### src/rtl/logic_unit_seq.sv
// Multi-cycle bitwise logic unit: AND/OR/XOR/NOR over WIDTH bits, SLICE bits per clock.
// Uses a start/busy/done handshake and registers a zero flag alongside each completed result.
module logic_unit_seq #(
    parameter int WIDTH = 32,
    parameter int SLICE = 8
) (
    input  logic             clock,
    input  logic             reset,
    input  logic             start,
    input  logic [1:0]       op,
    input  logic [WIDTH-1:0] data_operandA,
    input  logic [WIDTH-1:0] data_operandB,
    output logic [WIDTH-1:0] data_result,
    output logic             busy,
    output logic             done,
    output logic             isZero
);

    localparam int N  = WIDTH / SLICE;
    localparam int CW = (N > 1) ? $clog2(N) : 1;

    typedef enum logic [1:0] {IDLE, RUN, DONE} state_t;

    state_t           r_state;
    logic [CW-1:0]    r_count;
    logic [1:0]       r_op;
    logic [WIDTH-1:0] r_opA;
    logic [WIDTH-1:0] r_opB;
    logic [WIDTH-1:0] r_result;
    logic             r_busy;
    logic             r_done;
    logic             r_isZero;

    logic [SLICE-1:0] w_sliceA;
    logic [SLICE-1:0] w_sliceB;
    logic [SLICE-1:0] w_slice;
    logic [WIDTH-1:0] w_nextResult;
    logic             w_last;
    logic             w_accept;

    // A single SLICE-wide function unit is shared; the counter steers operands into it.
    always_comb begin
        w_sliceA = '0;
        w_sliceB = '0;
        for (int s = 0; s < N; s++) begin
            if (r_count == CW'(s)) begin
                w_sliceA = r_opA[s*SLICE +: SLICE];
                w_sliceB = r_opB[s*SLICE +: SLICE];
            end
        end
    end

    always_comb begin
        w_slice = '0;
        case (r_op)
            2'b00:   w_slice = w_sliceA & w_sliceB;
            2'b01:   w_slice = w_sliceA | w_sliceB;
            2'b10:   w_slice = w_sliceA ^ w_sliceB;
            default: w_slice = ~(w_sliceA | w_sliceB);
        endcase
    end

    for (genvar g = 0; g < N; g++) begin : g_merge
        assign w_nextResult[g*SLICE +: SLICE] =
            (r_count == CW'(g)) ? w_slice : r_result[g*SLICE +: SLICE];
    end

    assign w_last   = (r_count == CW'(N - 1));
    // Requests arriving mid-operation are dropped, not queued.
    assign w_accept = start && (r_state != RUN);

    always_ff @(posedge clock) begin
        if (reset) begin
            r_state  <= IDLE;
            r_count  <= '0;
            r_op     <= '0;
            r_opA    <= '0;
            r_opB    <= '0;
            r_result <= '0;
            r_busy   <= 1'b0;
            r_done   <= 1'b0;
            r_isZero <= 1'b0;
        end else if (w_accept) begin
            r_state  <= RUN;
            r_count  <= '0;
            r_op     <= op;
            r_opA    <= data_operandA;
            r_opB    <= data_operandB;
            r_result <= '0;
            r_busy   <= 1'b1;
            r_done   <= 1'b0;
            r_isZero <= 1'b0;
        end else begin
            case (r_state)
                RUN: begin
                    r_result <= w_nextResult;
                    if (w_last) begin
                        r_state  <= DONE;
                        r_busy   <= 1'b0;
                        r_done   <= 1'b1;
                        r_isZero <= (w_nextResult == '0);
                    end else begin
                        r_count <= r_count + CW'(1);
                    end
                end
                DONE: begin
                    r_state <= IDLE;
                    r_done  <= 1'b0;
                end
                default: begin
                    r_state <= IDLE;
                    r_busy  <= 1'b0;
                    r_done  <= 1'b0;
                end
            endcase
        end
    end

    assign data_result = r_result;
    assign busy        = r_busy;
    assign done        = r_done;
    assign isZero      = r_isZero;

endmodule

### config.mk
export PLATFORM = sky130hd
export DESIGN_NAME = logic_unit_seq
export DESIGN_NICKNAME = d
export VERILOG_FILES = /design/src/rtl/logic_unit_seq.sv
export SDC_FILE = /design/constraint.sdc
export NUM_CORES = 1
export LEC_CHECK = 0
export ABC_AREA = 1
export CAP_MARGIN = 20
export CORE_UTILIZATION = 47
export CTS_CLUSTER_SIZE = 40
export DETAILED_ROUTE_END_ITERATION = 7
export HOLD_SLACK_MARGIN = 0.1
export PLACE_DENSITY = 0.83
export REMOVE_ABC_BUFFERS = 1
export SYNTH_ARGS = -nofsm -noshare
export SYNTH_HDL_FRONTEND = slang
export SYNTH_SLANG_ARGS = --single-unit
### constraint.sdc
create_clock -name clock -period 2.7 [get_ports clock]
set_input_delay 0.54 -clock clock [delete_from_list [all_inputs] [get_ports clock]]
set_output_delay 0.54 -clock clock [all_outputs]
set_load 0.05 [all_outputs]
==> key figures <==
Routing
  • Final ANT Viol Nets: 0
  • Wire per inst: 13.5 um
  • Post-route DRC violation count: 0
  • Final wirelength: 14.0 mm
  • DR pass1 iterations: 5
  • Vias/cell: 5.27
  • Via count: about 5.4k
  • Initial drt markers: 421

STA
  • Fin crit period: 2.76 ns
  • Fmax: 363 MHz
  • Period utilisation layout: 1.02
  • Clock Skews: approximately 0.011 ns
  • Worst-margin pin slew: a little over 0.7 ns
  • Sum Neg Setup Slack: -0.0577 ns
  • Hold Vio Cnt, Final: 0
  • Final setup vio count: 1
  • RSZ-0062 raised after global routing: true
  • Slew Limit Fails: 0
  • Fin worst setup slack: -0.0577 ns
  • Headroom to the max-slew limit: 0.516

CTS
  • CTS Buf Count: 9
  • CTS max path bufs: 2
  • TritonCTS clock tree: built
  • Post-CTS Hold Buffers: 0
  • CTS root buf: clkbuf_8
  • CTS Sinks: approximately 100
  • Reg clk slew, reported paths: 0.09 ns
  • H-tree levels: 3
  • Clk Latency, worst-skew pair: 0.36 ns

Synthesis
  • Number of synthesized register bits: 104
  • Post-Syn Area: around 0.0052 mm2
  • Syn avg cell area: 6.80 um2
  • Post-synth top area cell: dfxtp_1
  • Distinct cell type count after synthesis: 26
  • Syn. warnings: 0
  • Synth top area share: 0.397
  • Top post-synthesis cells by area: dfxtp_1 40%, nor2_1 12%, o21ai_0 9.1%
  • Post-Synthesis Cells: between 700 and 800
  • Seq/Total Area, Yosys: 0.397

Hold path
  • WHS Path Cells: 2
  • Hold Path Class: reg -> reg
  • HP Start: r_opA[19]$_SDFFE_PP0P_
  • Hold EP: r_opA[19]$_SDFFE_PP0P_

GRT
  • Global-route wire length before repair: about 23 mm
  • GRT Overall Usage: 0.247
  • Overflow after GRT: 0
  • Vias in the first global route: around 5k
  • Largest net degree at the start of global routing: 56
  • Initial antenna violation count: 0

Critical path
  • Launch point of the worst reg-to-reg path: r_count[0]$_SDFFE_PP0P_
  • CP cell instances: inv_2 -> ha_4 -> inv_1 -> buf_4 -> nand3_1 -> a22oi_1 -> ha_1 -> o21ai_1 -> nand3_1 -> nand3_1 -> nand2_1 -> nor2_1 -> nand2_1 -> nor2_1 -> nand2_1 -> nor2_1 -> nor2_1 -> nor2_1
  • Crit-path most repeated cell: nor2_1
  • Worst r2r path cells: 18
  • Crit Path Max Fanout: 6
  • Max stage delay cell, worst path: dfxtp_4
  • CP peak stage delay: ~0.38 ns
  • Crit Path Class: reg -> reg
  • Worst R2R End: isZero$_SDFFE_PP0P_
  • Crit end category: register
  • WP data required: 3.00 ns
  • Slack of the worst reg-to-reg path: -0.06 ns
  • Worst EP arrival: between 3 and 4 ns
  • Top Family by Delay on Critical Path: simple AND/OR/NAND/NOR gates
  • Buf+Inv Stages, Crit Path: 3
  • Setup crit start kind: register

Floorplan
  • Die width: 108 um
  • Die height: ~110 um
  • Starting Density: 0.484
  • Core Area: 0.0108 mm2
  • Die ar.: 0.0116 mm2
  • Site Rows: 38
  • Io pins: 104

Power and ir drop
  • Switching Fraction: 0.332
  • Maximum VDD drop: between 0.2 and 0.3 mV
  • Net switching power: 1.22 mW
  • P per Cell Area: approximately 530 mW/mm2
  • Comb power frac: 0.301
  • Share of power burned in registers: 0.470
  • Pleak: 3.22 nW
  • Power share of the clock group: 0.229
  • Power, Total: 3.67 mW
  • Pint: 2.45 mW

Outcome
  • Failing checks: negative setup slack
  • Status: finished with violations

Finish
  • Ant. Diodes: 0
  • Non-filler cells, final: 1034
  • Share of layout cells above drive strength 1: 0.122
  • Nets@finish: 980
  • Area growth from synthesis to layout: 33.3%
  • Final Cell Area: roughly 0.007 mm2

Placed design
  • Post-DP Area: between 0.006 and 0.007 mm2
  • Placer congestion estimate: 0.875
  • DPL Wire Length: 10.1 mm
  • Port buffer count: slightly above 100
  • Placed insts: 1016

Run
  • Max-Cap Viols: 0
-- placed cells by master, fill, tap and decap left out, drive strengths merged, types with 9 or more instances in the layout --
| cell | synthesis | layout |
|---|---|---|
| clkdlybuf4s50 | 0 | 103 |
| o211ai | 11 | 11 |
| nand2 | 106 | 106 |
| nor2 | 176 | 176 |
| a22oi | 10 | 10 |
| nand3 | 47 | 47 |
| clkbuf | 25 | 9 |
| inv | 75 | 75 |
| a21oi | 46 | 46 |
| buf | 24 | 55 |
| o21ai | 97 | 97 |
| dfxtp | 104 | 104 |
| ha | 20 | 20 |
-- power by group through the flow --
stage                     Sequential (mW)  Combinational [mW]  Clock, mW
after floorplan                      1.81               0.541          0
after global placement               1.75                1.01          0
after detailed placement             1.75                1.03          0
after CTS                            1.72                1.06      0.856
after global routing                 1.74                1.23      0.914
final                                1.72                1.10      0.840
-- per-layer routing --
metal	track usage	part of all wire	wire length, um
met5	0	0	0
met4	0.0734	0.022	306
met3	0.0406	0.059	820
met2	0.422	0.48	6660
met1	0.318	0.44	6200
-- synth_stat cells, drive strengths merged --
| cell | count |
|---|---|
| a21oi | 46 |
| a22oi | 10 |
| buf | 24 |
| clkbuf | 25 |
| dfxtp | 104 |
| ha | 20 |
| inv | 75 |
| nand2 | 106 |
| nand3 | 47 |
| nand3b | 2 |
| nand4 | 7 |
| nor2 | 176 |
| o211ai | 11 |
| o21a | 6 |
| o21ai | 97 |
| o21bai | 5 |
| o31ai | 6 |
| or2 | 4 |
-- sequential cells by signal, indices dropped and copies added (netlist names), 2 cells and up --
signal and count:
r_opA 32, r_opB 32, r_count 2, data_result 32, r_op 2
-- worst register-to-register path, stage by stage (launching register included) --
cell and delay [ns]:
dfxtp_4 0.38, inv_2 0.07, ha_4 0.18, inv_1 0.18, buf_4 0.16, nand3_1 0.07, a22oi_1 0.30, ha_1 0.32
o21ai_1 0.14, nand3_1 0.11, nand3_1 0.13, nand2_1 0.08, nor2_1 0.11, nand2_1 0.07, nor2_1 0.12, nand2_1 0.07
nor2_1 0.09, nor2_1 0.05, nor2_1 0.07
-- cell type report --
cell class | instances | area, um2
clock buffer | 9 | 124
tap | 140 | 175
multi-input combinational | 543 | 2780
clock inverter | 5 | 35.0
inverter | 75 | 290
fill | 974 | 3850
timing repair buffer | 158 | 1500
sequential | 104 | 2090
-- per-stage QoR --
step | hold slack, ns | utilization | setup slack, ns
after CTS | 0.470 | 0.636 | 0.00563
final | 0.466 | 0.645 | -0.0577
after global placement | 0.446 | 0.611 | -0.119
after global routing | 0.485 | 0.645 | -0.248
after floorplan | 0.432 | - | -1.22
after detailed placement | 0.456 | 0.611 | -0.206
-- kinds of logic after synthesis --
kind of cell / Yosys count / synth area share
simple gates: 342 / 0.268
compound gates: 181 / 0.191
buf+inv: 124 / 0.0964
flops: 104 / 0.397
fa+ha+maj: 20 / 0.0477
-- worst max path at each step --
stage                              endpoint               startpoint  cells past startpoint
2_1_floorplan  data_result[11]$_SDFFE_PP0P_        done$_SDFFE_PP0P_                      9
3_3_place_gp            isZero$_SDFFE_PP0P_  r_count[1]$_SDFFE_PP0P_                     21
3_5_place_dp            isZero$_SDFFE_PP0P_  r_count[1]$_SDFFE_PP0P_                     21
4_1_cts                 isZero$_SDFFE_PP0P_  r_count[0]$_SDFFE_PP0P_                     19
5_1_grt                 isZero$_SDFFE_PP0P_  r_count[1]$_SDFFE_PP0P_                     19
6_report                isZero$_SDFFE_PP0P_  r_count[0]$_SDFFE_PP0P_                     18
-- what timing repair did --
item | CTS | global route
pin swaps | 7 | 9
gates cloned | 0 | 0
setup buffers | 2 | 2
gates resized for setup | 30 | 16
hold endpoints to repair | 0 | 0
setup endpoints to repair | 2 | 6
No activity file was read; power rests on OpenSTA's default activity.
